===== src/rtl/meduram_pkg.sv =====
// Shared definitions for the multi-port RAM (meduram) blocks: bank-index
// width helper and the default bank-index type.
package meduram_pkg;

  // Width of one bank index; never narrower than one bit so that a
  // single-bank build still has a legal select bus.
  function automatic int select_width(input int nb_wragent);
    return (nb_wragent > 1) ? $clog2(nb_wragent) : 1;
  endfunction

  localparam int DEFAULT_NB_WRAGENT   = 2;
  localparam int DEFAULT_SELECT_WIDTH = select_width(DEFAULT_NB_WRAGENT);

  // Bank index for the default two-bank configuration.
  typedef logic [DEFAULT_SELECT_WIDTH-1:0] bank_idx_t;

endpackage


===== src/rtl/bank_accounter_if.sv =====
// Write/read agent bus of the live-value table.
// The master side (write/read agents) drives enables and addresses; the
// slave side (bank_accounter) returns rdselect combinationally in the same
// cycle as rden/rdaddr, plus the registered wrcollision flag. There is no
// back-pressure: every enabled request is accepted in the cycle it is shown.
interface bank_accounter_if #(
  parameter int ADDR_WIDTH   = 8,
  parameter int NB_WRAGENT   = 2,
  parameter int NB_RDAGENT   = 2,
  parameter int SELECT_WIDTH = meduram_pkg::select_width(NB_WRAGENT)
);

  logic [NB_WRAGENT-1:0]              wren;
  logic [NB_WRAGENT*ADDR_WIDTH-1:0]   wraddr;
  logic [NB_RDAGENT-1:0]              rden;
  logic [NB_RDAGENT*ADDR_WIDTH-1:0]   rdaddr;
  logic [NB_RDAGENT*SELECT_WIDTH-1:0] rdselect;
  logic                               wrcollision;

  modport master (
    output wren, wraddr, rden, rdaddr,
    input  rdselect, wrcollision
  );

  modport slave (
    input  wren, wraddr, rden, rdaddr,
    output rdselect, wrcollision
  );

endinterface


===== src/rtl/bank_accounter_prio.sv =====
// Highest-index-wins encoder: given a hit vector, reports whether any bit is
// set and the index of the highest set bit. Shared by the per-entry write
// logic and by the write-to-read bypass path.
module bank_accounter_prio #(
  parameter int NB_WRAGENT   = 2,
  parameter int SELECT_WIDTH = meduram_pkg::select_width(NB_WRAGENT)
) (
  input  logic [NB_WRAGENT-1:0]   hit_i,
  output logic                    hit_o,
  output logic [SELECT_WIDTH-1:0] idx_o
);

  // Ascending scan so the last (highest) hit overwrites lower ones.
  always_comb begin
    hit_o = 1'b0;
    idx_o = '0;
    for (int i = 0; i < NB_WRAGENT; i++) begin
      if (hit_i[i]) begin
        hit_o = 1'b1;
        idx_o = SELECT_WIDTH'(i);
      end
    end
  end

endmodule


===== src/rtl/bank_accounter.sv =====
// Live-value table for the multi-port RAM: remembers, per address, which
// write bank last wrote it and hands that bank index to each read agent.
// Optional feature macro: BANK_ACCOUNTER_BYPASS_EN
//   defined   -> write-first: a read of an address written in the same cycle
//                returns the winning write index.
//   undefined -> read-first: such a read returns the pre-write table value.
module bank_accounter
  import meduram_pkg::*;
#(
  parameter int ADDR_WIDTH   = 8,
  parameter int NB_WRAGENT   = 2,
  parameter int NB_RDAGENT   = 2,
  parameter int SELECT_WIDTH = select_width(NB_WRAGENT)
) (
  input  logic            aclk,
  input  logic            aresetn,
  bank_accounter_if.slave bus
);

  localparam int DEPTH = 2 ** ADDR_WIDTH;

  logic [SELECT_WIDTH-1:0] tbl_q   [DEPTH];
  logic [SELECT_WIDTH-1:0] tbl_d   [DEPTH];
  logic [DEPTH-1:0]        win_any;
  logic [SELECT_WIDTH-1:0] win_idx [DEPTH];
  logic                    wrcollision_q;
  logic                    wrcollision_d;

  // Per-entry write decode: which agents target this address, and who wins.
  for (genvar e = 0; e < DEPTH; e++) begin : g_entry
    logic [NB_WRAGENT-1:0] wr_hit;

    // Hit vector for this entry across all write agents.
    always_comb begin
      wr_hit = '0;
      for (int i = 0; i < NB_WRAGENT; i++) begin
        wr_hit[i] = bus.wren[i] &&
                    (bus.wraddr[ADDR_WIDTH*i +: ADDR_WIDTH] == ADDR_WIDTH'(e));
      end
    end

    bank_accounter_prio #(
      .NB_WRAGENT  (NB_WRAGENT),
      .SELECT_WIDTH(SELECT_WIDTH)
    ) u_wr_prio (
      .hit_i(wr_hit),
      .hit_o(win_any[e]),
      .idx_o(win_idx[e])
    );
  end

  // Next table contents: entries with a winning writer take its index.
  always_comb begin
    for (int e = 0; e < DEPTH; e++) begin
      tbl_d[e] = win_any[e] ? win_idx[e] : tbl_q[e];
    end
  end

  // Table storage; reset makes every address resolve to bank 0.
  always_ff @(posedge aclk or negedge aresetn) begin
    if (!aresetn) begin
      for (int e = 0; e < DEPTH; e++) begin
        tbl_q[e] <= '0;
      end
    end else begin
      for (int e = 0; e < DEPTH; e++) begin
        tbl_q[e] <= tbl_d[e];
      end
    end
  end

  // Read ports: combinational lookup, forced to 0 when the agent is idle.
  for (genvar j = 0; j < NB_RDAGENT; j++) begin : g_rd
    logic [ADDR_WIDTH-1:0]   rd_addr;
    logic [SELECT_WIDTH-1:0] rd_val;

    assign rd_addr = bus.rdaddr[ADDR_WIDTH*j +: ADDR_WIDTH];

`ifdef BANK_ACCOUNTER_BYPASS_EN
    logic [NB_WRAGENT-1:0]   byp_hit;
    logic                    byp_any;
    logic [SELECT_WIDTH-1:0] byp_idx;

    // Same-cycle writes to the read address; ignored while in reset since
    // those writes will never land in the table.
    always_comb begin
      byp_hit = '0;
      for (int i = 0; i < NB_WRAGENT; i++) begin
        byp_hit[i] = aresetn && bus.wren[i] &&
                     (bus.wraddr[ADDR_WIDTH*i +: ADDR_WIDTH] == rd_addr);
      end
    end

    bank_accounter_prio #(
      .NB_WRAGENT  (NB_WRAGENT),
      .SELECT_WIDTH(SELECT_WIDTH)
    ) u_byp_prio (
      .hit_i(byp_hit),
      .hit_o(byp_any),
      .idx_o(byp_idx)
    );

    assign rd_val = byp_any ? byp_idx : tbl_q[rd_addr];
`else
    assign rd_val = tbl_q[rd_addr];
`endif

    assign bus.rdselect[SELECT_WIDTH*j +: SELECT_WIDTH] = bus.rden[j] ? rd_val : '0;
  end

  // Collision detect: any two enabled write agents on the same address.
  always_comb begin
    wrcollision_d = 1'b0;
    for (int i = 0; i < NB_WRAGENT; i++) begin
      for (int k = i + 1; k < NB_WRAGENT; k++) begin
        if (bus.wren[i] && bus.wren[k] &&
            (bus.wraddr[ADDR_WIDTH*i +: ADDR_WIDTH] ==
             bus.wraddr[ADDR_WIDTH*k +: ADDR_WIDTH])) begin
          wrcollision_d = 1'b1;
        end
      end
    end
  end

  // Registered one-cycle collision flag.
  always_ff @(posedge aclk or negedge aresetn) begin
    if (!aresetn) begin
      wrcollision_q <= 1'b0;
    end else begin
      wrcollision_q <= wrcollision_d;
    end
  end

  assign bus.wrcollision = wrcollision_q;

endmodule


===== src/flat_wrapper.sv =====
// flat-port wrapper written by rule: the top's interface ports become plain ports
module bank_accounter_flat import meduram_pkg::*;
#(
  parameter int ADDR_WIDTH   = 8,
  parameter int NB_WRAGENT   = 2,
  parameter int NB_RDAGENT   = 2,
  parameter int SELECT_WIDTH = select_width(NB_WRAGENT)
)
  (aclk, aresetn, bus_wren, bus_wraddr, bus_rden, bus_rdaddr, bus_rdselect, bus_wrcollision);
  bank_accounter_if #(.ADDR_WIDTH(ADDR_WIDTH), .NB_WRAGENT(NB_WRAGENT), .NB_RDAGENT(NB_RDAGENT), .SELECT_WIDTH(SELECT_WIDTH)) bus_i ();
  input  logic aclk;
  input  logic aresetn;
  input wire logic [$bits(bus_i.wren)-1:0] bus_wren;
  input wire logic [$bits(bus_i.wraddr)-1:0] bus_wraddr;
  input wire logic [$bits(bus_i.rden)-1:0] bus_rden;
  input wire logic [$bits(bus_i.rdaddr)-1:0] bus_rdaddr;
  output wire logic [$bits(bus_i.rdselect)-1:0] bus_rdselect;
  output wire logic [$bits(bus_i.wrcollision)-1:0] bus_wrcollision;
  assign bus_i.wren = bus_wren;
  assign bus_i.wraddr = bus_wraddr;
  assign bus_i.rden = bus_rden;
  assign bus_i.rdaddr = bus_rdaddr;
  assign bus_rdselect = bus_i.rdselect;
  assign bus_wrcollision = bus_i.wrcollision;
  bank_accounter #(.ADDR_WIDTH(ADDR_WIDTH), .NB_WRAGENT(NB_WRAGENT), .NB_RDAGENT(NB_RDAGENT), .SELECT_WIDTH(SELECT_WIDTH)) u_core (.aclk(aclk), .aresetn(aresetn), .bus(bus_i));
endmodule

===== config.mk =====
export PLATFORM = sky130hd
export DESIGN_NAME = bank_accounter_flat
export DESIGN_NICKNAME = d
export VERILOG_FILES = /design/src/rtl/meduram_pkg.sv /design/src/rtl/bank_accounter_if.sv /design/src/rtl/bank_accounter_prio.sv /design/src/rtl/bank_accounter.sv /design/src/flat_wrapper.sv
export SDC_FILE = /design/constraint.sdc
export NUM_CORES = 1
export LEC_CHECK = 0
export ABC_AREA = 1
export CORE_MARGIN = 5
export CORE_UTILIZATION = 57
export CTS_BUF_LIST = sky130_fd_sc_hd__clkbuf_4 sky130_fd_sc_hd__clkbuf_8 sky130_fd_sc_hd__clkbuf_16
export CTS_CLUSTER_DIAMETER = 60
export CTS_CLUSTER_SIZE = 40
export DETAILED_ROUTE_END_ITERATION = 7
export PLACE_DENSITY_LB_ADDON = 0.12
export REMOVE_ABC_BUFFERS = 1
export SYNTH_ARGS = -nofsm -noshare
export SYNTH_HDL_FRONTEND = slang
export SYNTH_SLANG_ARGS = --single-unit

===== constraint.sdc =====
create_clock -name aclk -period 1.9 [get_ports aclk]
set_clock_uncertainty 0.15 [all_clocks]
set_input_delay 0.38 -clock aclk [delete_from_list [all_inputs] [get_ports aclk]]
set_output_delay 0.38 -clock aclk [all_outputs]
set_load 0.02 [all_outputs]

### Word-level counts from Yosys, hierarchy flattened

Index checks and enable logic that the tools add are counted.

* memory bits (writable): 0
* bits in read-only memories: 0
* output and inout bits: 3
* flip-flop bits (word level): 257
* memories: 0
* logic and storage cells: 2065
* bits of input ports: 38
* bits in latches: 0

* eq/ne operators: 511
* shift-type cells: 0
* multiply operators: 0
* order comparisons: 2
* reductions and logical operators: 516
* multiplexer cells: 777
* add/sub/neg operators: 0
* bitwise logic cells: 2
* divide/modulo/power cells: 0

Operators with widths (number)
* 8-bit == test, second input constant: 256
* 8-bit by 7-bit == test with 1-bit output, second input constant: 128
* 1-bit 2-to-1 mux: 775
* 1-bit logical AND: 514
* 8-bit by 6-bit == test with 1-bit output, second input constant: 64
* 8-bit by 5-bit == test with 1-bit output, second input constant: 32
* 8-bit by 4-bit == test with 1-bit output, second input constant: 16
* 8-bit by 3-bit == test with 1-bit output, second input constant: 8
* 8-bit by 2-bit == test with 1-bit output, second input constant: 4
* 9-bit greater-or-equal comparator, second input constant: 2
* 8-bit NOT with 9-bit output: 2
* 1-bit binary-select mux with 8-bit select: 2
* 8-bit by 1-bit == test with 1-bit output, second input constant: 2
* 8-bit zero test: 2
* 8-bit == test: 1

### Logic depth before layout (Yosys ltp)

* word-level depth: 5
* depth in mapped cells: 14
* gate-level depth less buffers: 11

### Hierarchy

Synthesis repeated with hierarchy kept, for this count alone.

* cell total of the unflattened synthesis: 3479
* area total of the unflattened synthesis: 22163.8 um2

By module, submodules not included
* bank_accounter: area each 17359.1 um2, times used 1, sequential area each 6431.2 um2, cells each 2455
* bank_accounter_prio: area each 18.8 um2, times used 256, sequential area each 0.0 um2, cells each 4

### Worst setup path before layout

Ideal clock, no wire load.

* kind: input to output
* start: in bus_rdaddr[2]
* end: out bus_rdselect[0]
* slack: -333 ps
* data arrival time: 1703 ps
* required time: 1370 ps
* stages: 11
* path buffers: 2
* path through: buf_2 -> inv_1 -> buf_1 -> nand3_1 -> nand3_1 -> nand2_1 -> nand2_1 -> nand3_1 -> nand3_1 -> nand3_1 -> a21oi_1

* longest elaborated chain between the ends: 5

Ends and longest elaborated chain
* start, declared: line flat_wrapper.sv:16 `input wire logic [$bits(bus_i.rdaddr)-1:0] bus_rdaddr;`
* 8-bit NOT with 9-bit output (not written as such): line bank_accounter.sv:105 `assign rd_val = tbl_q[rd_addr];`
* 1-bit binary-select mux with 8-bit select: line bank_accounter.sv:105
* 1-bit 2-to-1 mux (not written as such) (2 in a row): line bank_accounter.sv:105
* 1-bit 2-to-1 mux: line bank_accounter.sv:108 `assign bus.rdselect[SELECT_WIDTH*j +: SELECT_WIDTH] = bus.rden[j] ? rd_val : '0;`
* end, declared: line flat_wrapper.sv:17 `output wire logic [$bits(bus_i.rdselect)-1:0] bus_rdselect;`

Every way passes these cells. The select of a mux whose other input is x is not followed.

### Worst setup path after layout

* start: reg u_core.tbl_q[166] in the netlist's numbering
* end: out bus_rdselect[1]

* longest elaborated chain between the ends: 4

Ends and longest elaborated chain
* start, declared: line bank_accounter.sv:22 `logic [SELECT_WIDTH-1:0] tbl_q [DEPTH];`
* start signal, assigned by index: line bank_accounter.sv:67 `tbl_q[e] <= tbl_d[e];`
* 1-bit binary-select mux with 8-bit select: line bank_accounter.sv:105
* 1-bit 2-to-1 mux (not written as such) (2 in a row): line bank_accounter.sv:105
* 1-bit 2-to-1 mux: line bank_accounter.sv:108

Every way passes these cells. The select of a mux whose other input is x is not followed.

==> impl_metrics.py <==
metrics = {
    "grt": {
        "antenna_found_initial": 1,
        "grt_pass1_wl_um": 108900,
        "grt_use_total": 0.4638,
        "gr-total-overflow": 0,
        "grt_pass1_vias": 18240,
        "grt_start_max_net_pins": 56,
    },
    "yosys": {
        "synth_edf_count": 0,
        "syn-cell-area_mm2": 0.01550,
        "synth_cell_type_count": 26,
        "dominantRegCellSynth": "dfrtp_1",
        "synth_cells": 2242,
        "synth-seq-cells": 257,
        "synth_most_common_cell": "nand2_1",
        "synth_top_area_frac": 0.4150,
        "seq_area_frac_synth": 0.4150,
        "synth_common_cells": "nand2_1, o21ai_0, nand3_1, dfrtp_1, inv_1",
        "synth_top_area_cell": "dfrtp_1",
        "synth_top_cells_by_area": "dfrtp_1, o21ai_0, nand3_1",
        "synthArstFlopShare": 1.000,
        "avgSynthCellArea_um2": 6.912,
        "synth_warnings": 0,
    },
    "setup_path": {
        "crit_path_max_fanout": 3,
        "path_class": "reg2out",
        "r2r-start": "u_core.tbl_q[120]$_DFFE_PN0P_",
        "crit_buf_inv": 1,
        "r2r-end": "u_core.tbl_q[120]$_DFFE_PN0P_",
        "r2r_cells": 4,
        "cp_cell_sequence": "nand2_1, nand3_1, nand3_1, nand3_2, nand2_1, nand2_1, nand3_1, nand3_2, nand3_2, a21oi_4, buf_6",
        "critPathMaxStageDelay_ns": 0.42,
        "end_kind": "output pin",
        "path_delay_family": "simple AND/OR/NAND/NOR gates",
        "cp.arrival_ns": 2.13,
        "crit_slowest_cell": "dfrtp_1",
        "ff2ff_setup_slack_ns": 0.80,
        "required_ns": 1.37,
        "start_kind": "register",
    },
    "routing": {
        "drc": 1,
        "drt_pre_antenna_iters": 8,
        "first_iter_violations": 3431,
        "ant_nets": 0,
        "vias": 19120,
        "via_per_inst": 6.629,
        "wl_per_cell_um": 25.09,
        "wirelength_um": 72350,
    },
    "pwr": {
        "ir_drop_v": 0.0007988,
        "powerDensity_mw_per_mm2": 720.3,
        "cellLeakagePower_nw": 9.043,
        "p_total_mw": 14.54,
    },
    "floorplan": {
        "io_pins": 41,
        "die_y_um": 174.9,
        "die_w_um": 174.9,
        "coreArea_mm2": 0.02688,
        "die_area_mm2": 0.03058,
        "rows": 60,
        "start_util": 0.5766,
    },
    "finish": {
        "regArea_mm2": 0.006434,
        "fin_nets": 2566,
        "fillCellCount": 2153,
        "syn_to_final_growth_pct": 30.29,
        "final_layout_size_suffix_gt1_frac": 0.2021,
        "n_antenna_cell": 0,
        "multi_input_area_mm2": 0.008185,
        "design_area_mm2": 0.02019,
        "stdcell_count": 2884,
        "fin_util": 0.7512,
    },
    "clocking": {
        "clk_pin_slew_ns": 0.08,
        "clockBufferDepth": 3,
        "cts_root_buf": "clkbuf_16",
        "cts_buffers": 22,
        "cts.sinks": 257,
        "cts_tree": "yes",
        "cts_max_level": 1,
        "clkLatencyLatePin_ns": 0.53,
    },
    "timing": {
        "fmax_ghz": 0.3756,
        "post-route-period-util": 1.401,
        "hold_viol": 0,
        "finalMaxSlewViolations": 0,
        "tightest_slew_ns": 0.6481,
        "setup_viol": 2,
        "worst_slack_ns": -0.7622,
        "rsz0062_at_grt": "true",
        "min_period_ns": 2.662,
        "relSlewSlack": 0.5675,
    },
    "place": {
        "numPlacedInstances": 2830,
        "routabilityCongestion": 1.099,
        "io_buffers": 40,
        "placed_area_mm2": 0.01872,
        "place_hpwl_um": 49380,
    },
    "status": {
        "outcome": "complete, but fails checks",
        "violations": "DRC, setup timing",
    },
    "flow_run": {
        "drv_cap": 0,
    },
    "min_path": {
        "hp-class": "in2async",
    },
}
==> cells by family after synthesis <==
group / after synthesis / synth area share
buffers and inverters: 272 / 0.08648
XOR/XNOR: 2 / 0.001131
flip-flops: 257 / 0.4150
AND/OR/NAND/NOR: 1180 / 0.3248
AO/OA/AOI/OAI: 531 / 0.1725
==> cell usage in the layout, fill, tap and decap left out, drive strengths merged, types with 10 or more instances in the layout <==
cell type      count
clkbuf            24
nor2              98
buf              368
clkinv            10
clkdlybuf4s50     26
inv              134
o21ai            517
dfrtp            257
nand2            601
nand3            479
==> registers in the layout, indices dropped and copies added, names as in the netlist <==
| name | count |
|---|---|
| u_core.tbl_q | 256 |
| u_core.bus.wrcollision | 1 |
==> timing repair <==
item	4_1_cts	5_1_grt
setup endpoints to repair	3	35
setup buffers	3	10
hold endpoints to repair	56	0
pin swaps	33	29
gates resized for setup	61	75
cloned	2	0
hold buffers	1	0
==> layout make-up <==
cell class              instances  share of cell area
clock buffers                  24             0.02888
clock inverters                15             0.01041
inverters                     132             0.02553
multi-input cells            1713              0.4054
flip-flops and latches        257              0.3187
well taps                     341             0.02113
repair buffers                402              0.1899
==> power breakdown <==
group | internal (mW) | switching (mW) | total [mW]
clock | 2.61 | 2.46 | 5.07
sequential | 5.91 | 0.351 | 6.26
combinational | 1.29 | 1.92 | 3.21
total | 9.82 | 4.72 | 14.5
==> how the worst max path moves through the flow <==
| stage | depth (start not counted) | end | from |
|---|---|---|---|
| 2_1_floorplan | 11 | bus_rdselect[0] | bus_rdaddr[1] |
| 3_3_place_gp | 15 | bus_rdselect[1] | bus_rdaddr[8] |
| 3_5_place_dp | 15 | bus_rdselect[1] | bus_rdaddr[8] |
| 4_1_cts | 12 | bus_rdselect[0] | u_core.tbl_q[192]$_DFFE_PN0P_ |
| 5_1_grt | 12 | bus_rdselect[0] | u_core.tbl_q[56]$_DFFE_PN0P_ |
| 6_report | 11 | bus_rdselect[1] | u_core.tbl_q[166]$_DFFE_PN0P_ |
==> metal layers <==
layer / vias to the layer above / part of all wire / wire length (µm) / track usage
met3: 508 / 0.16 / 11590 / 0.1714
met4: 0 / 0.090 / 6484 / 0.3097
met5: - / 0 / 0 / 0
li1: 8138 / - / - / -
met2: 1685 / 0.41 / 29630 / 0.6605
met1: 8786 / 0.34 / 24650 / 0.5905
==> through the flow <==
stage	setup slack, ns	hold slack (ns)	setup TNS, ns
6_report	-0.7622	0.1720	-1.503
5_1_grt	-0.8392	0.2138	-1.658
4_1_cts	-0.7272	0.2027	-1.439
3_5_place_dp	-1.257	0.1679	-81.47
3_3_place_gp	-1.258	0.1632	-74.49
2_1_floorplan	-0.4807	-0.06559	-0.9509
Power figures use the tool's default switching activity.
